===== config.mk =====
export PLATFORM = sky130hd
export DESIGN_NAME = hack_pc
export DESIGN_NICKNAME = d
export VERILOG_FILES = /design/src/rtl/hack_pkg.sv /design/src/rtl/hack_jump_cond.sv /design/src/rtl/hack_pc.sv
export SDC_FILE = /design/constraint.sdc
export NUM_CORES = 1
export LEC_CHECK = 0
export ABC_AREA = 1
export BUFFER_PORTS_ARGS = -buffer_cell sky130_fd_sc_hd__buf_2
export CAP_MARGIN = 15
export CORE_ASPECT_RATIO = 0.6
export CORE_UTILIZATION = 50
export DETAILED_ROUTE_END_ITERATION = 8
export GPL_TIMING_DRIVEN = 0
export PLACE_DENSITY = 0.75
export REMOVE_ABC_BUFFERS = 1
export SLEW_MARGIN = 20
export SYNTH_ARGS = -nofsm -noshare
export SYNTH_HDL_FRONTEND = slang
export SYNTH_SLANG_ARGS = --single-unit

===== constraint.sdc =====
create_clock -name clk -period 2.2 [get_ports clk]
set_input_delay 0.33 -clock clk [delete_from_list [all_inputs] [get_ports clk]]
set_output_delay 0.33 -clock clk [all_outputs]
set_load 0.01 [all_outputs]

===== src/rtl/hack_pkg.sv =====
// Shared Hack CPU types: address type, jump encodings, reset vector.
// Halt FSM state encoding lives here too so tools can share it.
package hack_pkg;

  typedef logic [15:0] addr_t;

  typedef enum logic [2:0] {
    JNULL = 3'b000,
    JGT   = 3'b001,
    JEQ   = 3'b010,
    JGE   = 3'b011,
    JLT   = 3'b100,
    JNE   = 3'b101,
    JLE   = 3'b110,
    JMP   = 3'b111
  } jump_e;

  typedef enum logic {
    RUN,
    HALT
  } halt_e;

  localparam addr_t HACK_RESET_VEC = 16'h0000;

endpackage


===== src/rtl/hack_jump_cond.sv =====
// Hack C-instruction jump condition: (jbits, zr, ng, is_c) -> take.
// Purely combinational; zr wins over ng when both are set.
module hack_jump_cond
  import hack_pkg::*;
(
  input  logic [2:0] jbits,
  input  logic       zr,
  input  logic       ng,
  input  logic       is_c,
  output logic       take
);

  logic lt;
  logic eq;
  logic gt;
  logic hit;

  always_comb begin
    eq  = zr;
    lt  = ng & ~zr;
    gt  = ~zr & ~ng;
    hit = 1'b0;
    unique case (jump_e'(jbits))
      JNULL:   hit = 1'b0;
      JGT:     hit = gt;
      JEQ:     hit = eq;
      JGE:     hit = gt | eq;
      JLT:     hit = lt;
      JNE:     hit = ~eq;
      JLE:     hit = lt | eq;
      JMP:     hit = 1'b1;
      default: hit = 1'b0;
    endcase
    take = is_c & hit;
  end

endmodule


===== src/rtl/hack_pc.sv =====
// Hack program counter with jump evaluation and end-of-program halt flag.
// Optional trace outputs (jump_count, last_src) under HACK_PC_TRACE_EN.
module hack_pc
  import hack_pkg::*;
#(
  parameter int                WIDTH     = $bits(addr_t),
  parameter logic [WIDTH-1:0]  RESET_VEC = WIDTH'(HACK_RESET_VEC),
  parameter int                HALT_CNT  = 4
) (
  input  logic             clk,
  input  logic             rst,
  input  logic             en,
  input  logic             is_c_instr,
  input  logic [2:0]       jbits,
  input  logic             alu_zr,
  input  logic             alu_ng,
  input  logic [WIDTH-1:0] target,
  output logic [WIDTH-1:0] pc,
  output logic             jump_taken,
  output logic             halted
`ifdef HACK_PC_TRACE_EN
  ,
  output logic [31:0]      jump_count,
  output logic [WIDTH-1:0] last_src
`endif
);

  localparam int CW = $clog2(HALT_CNT + 1);
  localparam logic [CW-1:0] CNT_MAX = CW'(HALT_CNT);

  logic          take;
  logic          loop_hit;
  logic [CW-1:0] cnt_q;
  logic [CW-1:0] cnt_d;
  logic [CW-1:0] cnt_inc;
  halt_e         state_q;
  halt_e         state_d;

  hack_jump_cond u_cond (
    .jbits (jbits),
    .zr    (alu_zr),
    .ng    (alu_ng),
    .is_c  (is_c_instr),
    .take  (take)
  );

  // A jump back onto itself, or onto the @END just before it.
  assign loop_hit = take
                  & (jump_e'(jbits) == JMP)
                  & ((target == pc)
                   | (target == pc - WIDTH'(1)));

  always_ff @(posedge clk) begin
    if (rst) begin
      pc         <= RESET_VEC;
      jump_taken <= 1'b0;
    end else if (en) begin
      pc         <= take ? target : pc + WIDTH'(1);
      jump_taken <= take;
    end
  end

  always_ff @(posedge clk) begin
    if (rst) begin
      state_q <= RUN;
      cnt_q   <= '0;
    end else begin
      state_q <= state_d;
      cnt_q   <= cnt_d;
    end
  end

  always_comb begin
    state_d = state_q;
    cnt_d   = cnt_q;
    cnt_inc = (cnt_q == CNT_MAX) ? cnt_q : cnt_q + CW'(1);
    if (en) begin
      unique case (state_q)
        RUN: begin
          if (loop_hit) begin
            cnt_d = cnt_inc;
            if (cnt_inc == CNT_MAX) state_d = HALT;
          end else begin
            cnt_d = '0;
          end
        end
        HALT:    state_d = HALT;
        default: state_d = RUN;
      endcase
    end
  end

  assign halted = (state_q == HALT);

`ifdef HACK_PC_TRACE_EN
  always_ff @(posedge clk) begin
    if (rst) begin
      jump_count <= '0;
      last_src   <= '0;
    end else if (en && take) begin
      jump_count <= jump_count + 32'd1;
      last_src   <= pc;
    end
  end
`endif

endmodule


* After elaboration in Yosys (flattened, before gate mapping)
Index checks and enable logic that the tools add are counted.
Storage, ports and cells: register bits 21, output and inout bits 18, logic and storage cells 38, input bits 25
Cells by class: eq/ne operators 11, add/subtract/negate cells 3, multiplexer cells 7, reduce and logical (&&, ||, !) cells 2, bitwise gates (word level) 11
Operator list (count):
- $eq A16 B16 Y1 | 2
- $eq A3 B3 Y1 const B | 6
- $add A16 B1 Y16 const B | 1
- $mux W16 | 1
- $sub A16 B1 Y16 const B | 1
- $pmux W1 S8 | 1
- $eq A3 B2 Y1 const B | 2
- $mux W3 | 2
- $and A1 B1 Y1 | 5
- $add A3 B1 Y3 const B | 1
- $eq A3 B1 Y1 const B | 1
- $logic_not A3 Y1 | 1
- $not A1 Y1 | 3
- $or A1 B1 Y1 | 3
- $mux W1 | 2
- $pmux W1 S2 | 1
- $reduce_and A2 Y1 | 1

* Logic depth before layout (Yosys ltp)
depth after elaboration 9, depth in mapped cells 14, gate-level depth less buffers 14

* Modules after synthesis
From an unflattened synthesis, not the netlist that was laid out.
Second synthesis, totals: cell total of the unflattened synthesis 341, area total of the unflattened synthesis 2020.7 um2
Modules (own cells, without submodules):
- hack_pc | times used 1, area an instance 1989.4 um2, sequential area each 420.4 um2, cells each 333
- hack_jump_cond | times used 1, area an instance 31.3 um2, sequential area each 0.0 um2, cells each 8

* Worst setup path before layout
Ideal clock, no wire load.
path type register to register, from register pc[1], to register pc[14], data required time 2084 ps, stages on the path, launching flop included 12, arrival time 1644 ps, path buffers 0, setup slack 440 ps, cells stage by stage dfxtp_1 ha_1 nand2_1 nor2_1 nand2_1 nor2_2 nand3_1 nand3b_1 a21oi_1 o21ai_1 o211ai_1 inv_1
Between the ends: word-level cells in the longest chain between the ends 2
Ends and longest elaborated chain:
- from (decl) | RTL line hack_pc.sv:18 | output logic [WIDTH-1:0] pc,
- from (signal assigned) | RTL line hack_pc.sv:58 | pc <= take ? target : pc + WIDTH'(1);
- $add A16 B1 Y16 | RTL line hack_pc.sv:58
- $mux W16 | RTL line hack_pc.sv:58
Every way passes these cells. A chain may end at the register's enable or synchronous reset.

* Worst setup path after layout
from register pc[0], to register cnt_q[1]
Between the ends: word-level cells in the longest chain between the ends 5, elaborated cells on any way between the ends 6, those cells by class add/sub (1); eq/ne (2); mux (1); bitwise (2)
Ends and longest elaborated chain:
- $sub A16 B1 Y16 | RTL line hack_pc.sv:51 | | (target == pc - WIDTH'(1)));
- $eq A16 B16 Y1 | RTL line hack_pc.sv:51
- $or A1 B1 Y1 * | RTL line hack_pc.sv:51
- $and A1 B1 Y1 * | RTL line hack_pc.sv:50 | & ((target == pc)
- $mux W3 * | RTL line hack_pc.sv:80 | if (loop_hit) begin
- to (signal assigned) | RTL line hack_pc.sv:69 | cnt_q <= cnt_d;
- to (decl) | RTL line hack_pc.sv:33 | logic [CW-1:0] cnt_q;
Every way passes the cells marked *; elsewhere a longest branch is shown, timed or not.

==> summary.md <==
| Metric | Value |
|---|---|
| CP required | `2.40 ns` |
| Share of cells above drive strength 1 | `around 18%` |
| Met3 Track Usage GR | `3.89%` |
| Core Rows | `16` |
| Place WS | `around 0.11 ns` |
| EDFF count, synth | `0` |
| Synth top area cells | `dfxtp_1 (22%), nand2_1 (15%), xor2_1 (10%), nor2_1 (6.9%), inv_1 (6.7%)` |
| Top cell type's share of synthesized area | `22.0%` |
| Final ANT Viol Nets | `0` |
| Flop2flop setup slack | `0.26 ns` |
| Initial DRC count | `103` |
| Synth Area in Adders | `under 10%` |
| Critical path's top delay family | `simple AND/OR/NAND/NOR gates` |
| HP Class | `in2reg` |
| Synth top cells by count | `nand2_1 (77), nor2_1 (35), inv_1 (34)` |
| Worst slew pin tran | `0.615 ns` |
| Compound-gate portion of the synthesized area | `11.2%` |
| Ports | `43` |
| CTS clk-pin slew, worst paths | `approximately 0.080 ns` |
| CORE AREA | `0.00344 mm2` |
| Cell Pwr Density | `between 500 and 600 mW/mm2` |
| Initial Utilization | `55.6%` |
| Simple-gate share of the synthesized area | `37.1%` |
| FF+latch count, synth | `21` |
| Yosys warnings | `0` |
| CP Capture Type | `flop` |
| Number of global-route vias before repair | `1,693` |
| Total GRT Usage | `26.1%` |
| Hold path start | `rst` |
| Hold Path Depth | `2` |
| Leakage power | `0.00110 uW` |
| N_diodes | `0` |
| GR Util met1 | `41.0%` |
| Largest net degree at the start of global routing | `20` |
| Final min period | `a little under 2 ns` |
| Synth Area in XOR/XNOR | `16.5%` |
| Drt total wl | `slightly below 5 mm` |
| Most used DFF post-synth | `dfxtp_1` |
| Ys async rst share | `0%` |
| Clock sinks | `21` |
| Hpwl dp | `3.93 mm` |
| Slowest stage delay, CP | `~0.36 ns` |
| Setup TNS | `0 ns` |
| Max Clk Rate | `515 MHz` |
| Rel. slew slack | `58.9%` |
| Synthesis-to-finish area growth | `13.1%` |
| Die height | `49.9 um` |
| Detailed-route DRC error count | `0` |
| Worst Hold Path EP | `cnt_q[1]$_SDFFE_PP0P_` |
| Critical R2R Capture | `cnt_q[1]$_SDFFE_PP0P_` |
| Final instance area | `0.00216 mm2` |
| Arr. time, crit path | `2.14 ns` |
| CP max-delay cell | `dfxtp_2` |
| Crit Path Class | `reg2reg` |
| Fin worst setup slack | `about 0.26 ns` |
| Root buffer cell | `clkbuf_8` |
| Post-CTS Setup Inserts | `0` |
| Synth Cell Area | `0.00191 mm2` |
| RSZ-0062 raised after global routing | `no` |
| Max clock buf depth | `2` |
| Gpl congestion | `0.992` |
| Most frequent cell after synthesis | `nand2_1` |
| Yosys top cell by area | `dfxtp_1` |
| Start of the worst register-to-register path | `pc[0]$_SDFFE_PP0P_` |
| Area after DPL | `0.00211 mm2` |
| Critical path peak fanout | `7` |
| Vias per cell | `5.24` |
| Main combinational cell family by area after synthesis | `simple AND/OR/NAND/NOR gates` |
| Run status | `completed` |
| Critical path depth in cells | `14` |
| Crit path buf inv count | `2` |
| Fraction of synthesized area in multiplexers | `0%` |
| Maximum vdd drop | `between 0.3 and 0.4 mV` |
| CP most frequent cell | `nand2_1` |
| TritonCTS clock tree | `done` |
| Die area | `0.00409 mm2` |
| CTS Buf Count | `3` |
| Final nets | `roughly 370` |
| 1st-pass router iterations | `4` |
| H-tree depth | `1` |
| Final period utilization | `88.3%` |
| I/O Buffers | `42` |
| Die width | `81.9 um` |
| Met2 Use GR | `36.4%` |
| Post-layout util | `62.9%` |
| Later-pin clock latency in the skew report | `0.26 ns` |
| Setup Viol. Count Final | `0` |
| Netlist cell types | `29` |
| Seq/Total Area, Yosys | `22.0%` |
| Max-Cap Viols | `0` |
| Initial antenna violation count | `0` |
| Crit-path cells | `inv_1, ha_1, nand2_1, nor2_1, nand3_1, nand2_1, nand2_1, inv_1, nand2_1, nor2_1, nand3_1, nand2_2, nand4_1, a21oi_1` |
| First-pass GRT wire length | `8.05 mm` |
| Fin. Hold Viols | `0` |
| Post-synthesis instance total | `306` |
| Fillers | `335` |
| R2R cell count | `14` |
| Via Count | `2,022` |
| Startpoint Class | `flop` |
| WL per Instance | `12.9 um` |
| Final count of pins violating max slew | `0` |
| Top Usage Layer GRT | `met1` |
| Skew final | `0.00227 ns` |
| Gr ovfl total | `0` |
| Average cell area after synthesis | `6.26 um2` |
==> power breakdown <==
group          switching, uW  internal [uW]  leakage (uW)
clock                    132            126     0.0000255
combinational            259            164      0.000897
sequential              44.7            402      0.000173
==> worst max path at each step <==
stage,to,slack (ns),start
finish,cnt_q[1]$_SDFFE_PP0P_,0.26,pc[0]$_SDFFE_PP0P_
global route,halted$_SDFFE_PP0P_,0.02,pc[0]$_SDFFE_PP0P_
CTS,pc[14]$_SDFFE_PP0P_,0.20,pc[1]$_SDFFE_PP0P_
detailed placement,pc[15]$_SDFFE_PP0P_,0.11,jbits[2]
global placement,pc[14]$_SDFFE_PP0P_,0.14,jbits[2]
floorplan,pc[14]$_SDFFE_PP0P_,0.39,pc[1]$_SDFFE_PP0P_
==> kinds of logic (layout without fill, tap and decap cells) <==
kind of cell / after synthesis / after routing
simple gates: 158 / 158
buf+inv: 48 / 83
compound gates: 39 / 39
xor+xnor: 36 / 36
flops: 21 / 21
fa+ha+maj: 4 / 4
==> final cells by class <==
class,count,area [um2],area share (%)
Multi-Input combinational cell,237,1290,59.5
Sequential cell,21,424,19.6
Timing Repair Buffer,42,210,9.71
Inverter,37,139,6.42
Tap cell,45,56.3,2.60
Clock buffer,3,41.3,1.91
Clock inverter,1,5.00,0.231
==> stage by stage <==
step | hold WS (ns) | total power, uW | instances
after floorplan | 0.399 | 745 | 295
after global placement | 0.450 | 864 | 382
after detailed placement | 0.465 | 871 | 382
after CTS | 0.310 | 1130 | 386
after global routing | 0.307 | 1210 | 386
final | 0.312 | 1130 | 386
==> what timing repair did <==
item	4_1_cts	5_1_grt
endpoints found under the setup margin	0	5
hold buffers	0	0
resized for setup	0	3
==> worst reg2reg max path, delay by kind of cell (launching register included) <==
kind / cells / cell delay, ns
compound gates: 1 / 0.14
fa+ha+maj: 1 / 0.27
buf+inv: 2 / 0.17
flops: 1 / 0.36
simple gates: 10 / 0.94
==> sequential cells by signal (all words and copies together) (netlist names) <==
signal and count:
cnt_q 3, halted 1, jump_taken 1, pc 16
==> per-layer routing <==
layer | routed length (um) | part of all wire [%]
met4 | 31 | 0.62
met1 | 2590 | 52
met3 | 350 | 7.0
met2 | 2000 | 40
met5 | 0 | 0
==> cells in the final DEF, fill, tap and decap left out <==
cell type / count
o21ai_0: 16
inv_2: 2
o21ai_1: 1
dfxtp_2: 3
xor2_1: 22
a21oi_1: 15
nor3_1: 4
nand3b_1: 7
nand2_1: 77
nand2_2: 3
o221ai_1: 2
nor2_1: 35
ha_1: 4
nand3_1: 17
nor4_1: 2
nor3_2: 1
clkinv_2: 1
dfxtp_1: 18
nand4_1: 5
inv_1: 34
clkbuf_8: 3
xnor2_1: 14
o211ai_1: 4
nor2_2: 4
nor2_4: 3
buf_2: 42
a31oi_1: 1
clkinv_1: 1
Power figures use the tool's default switching activity.
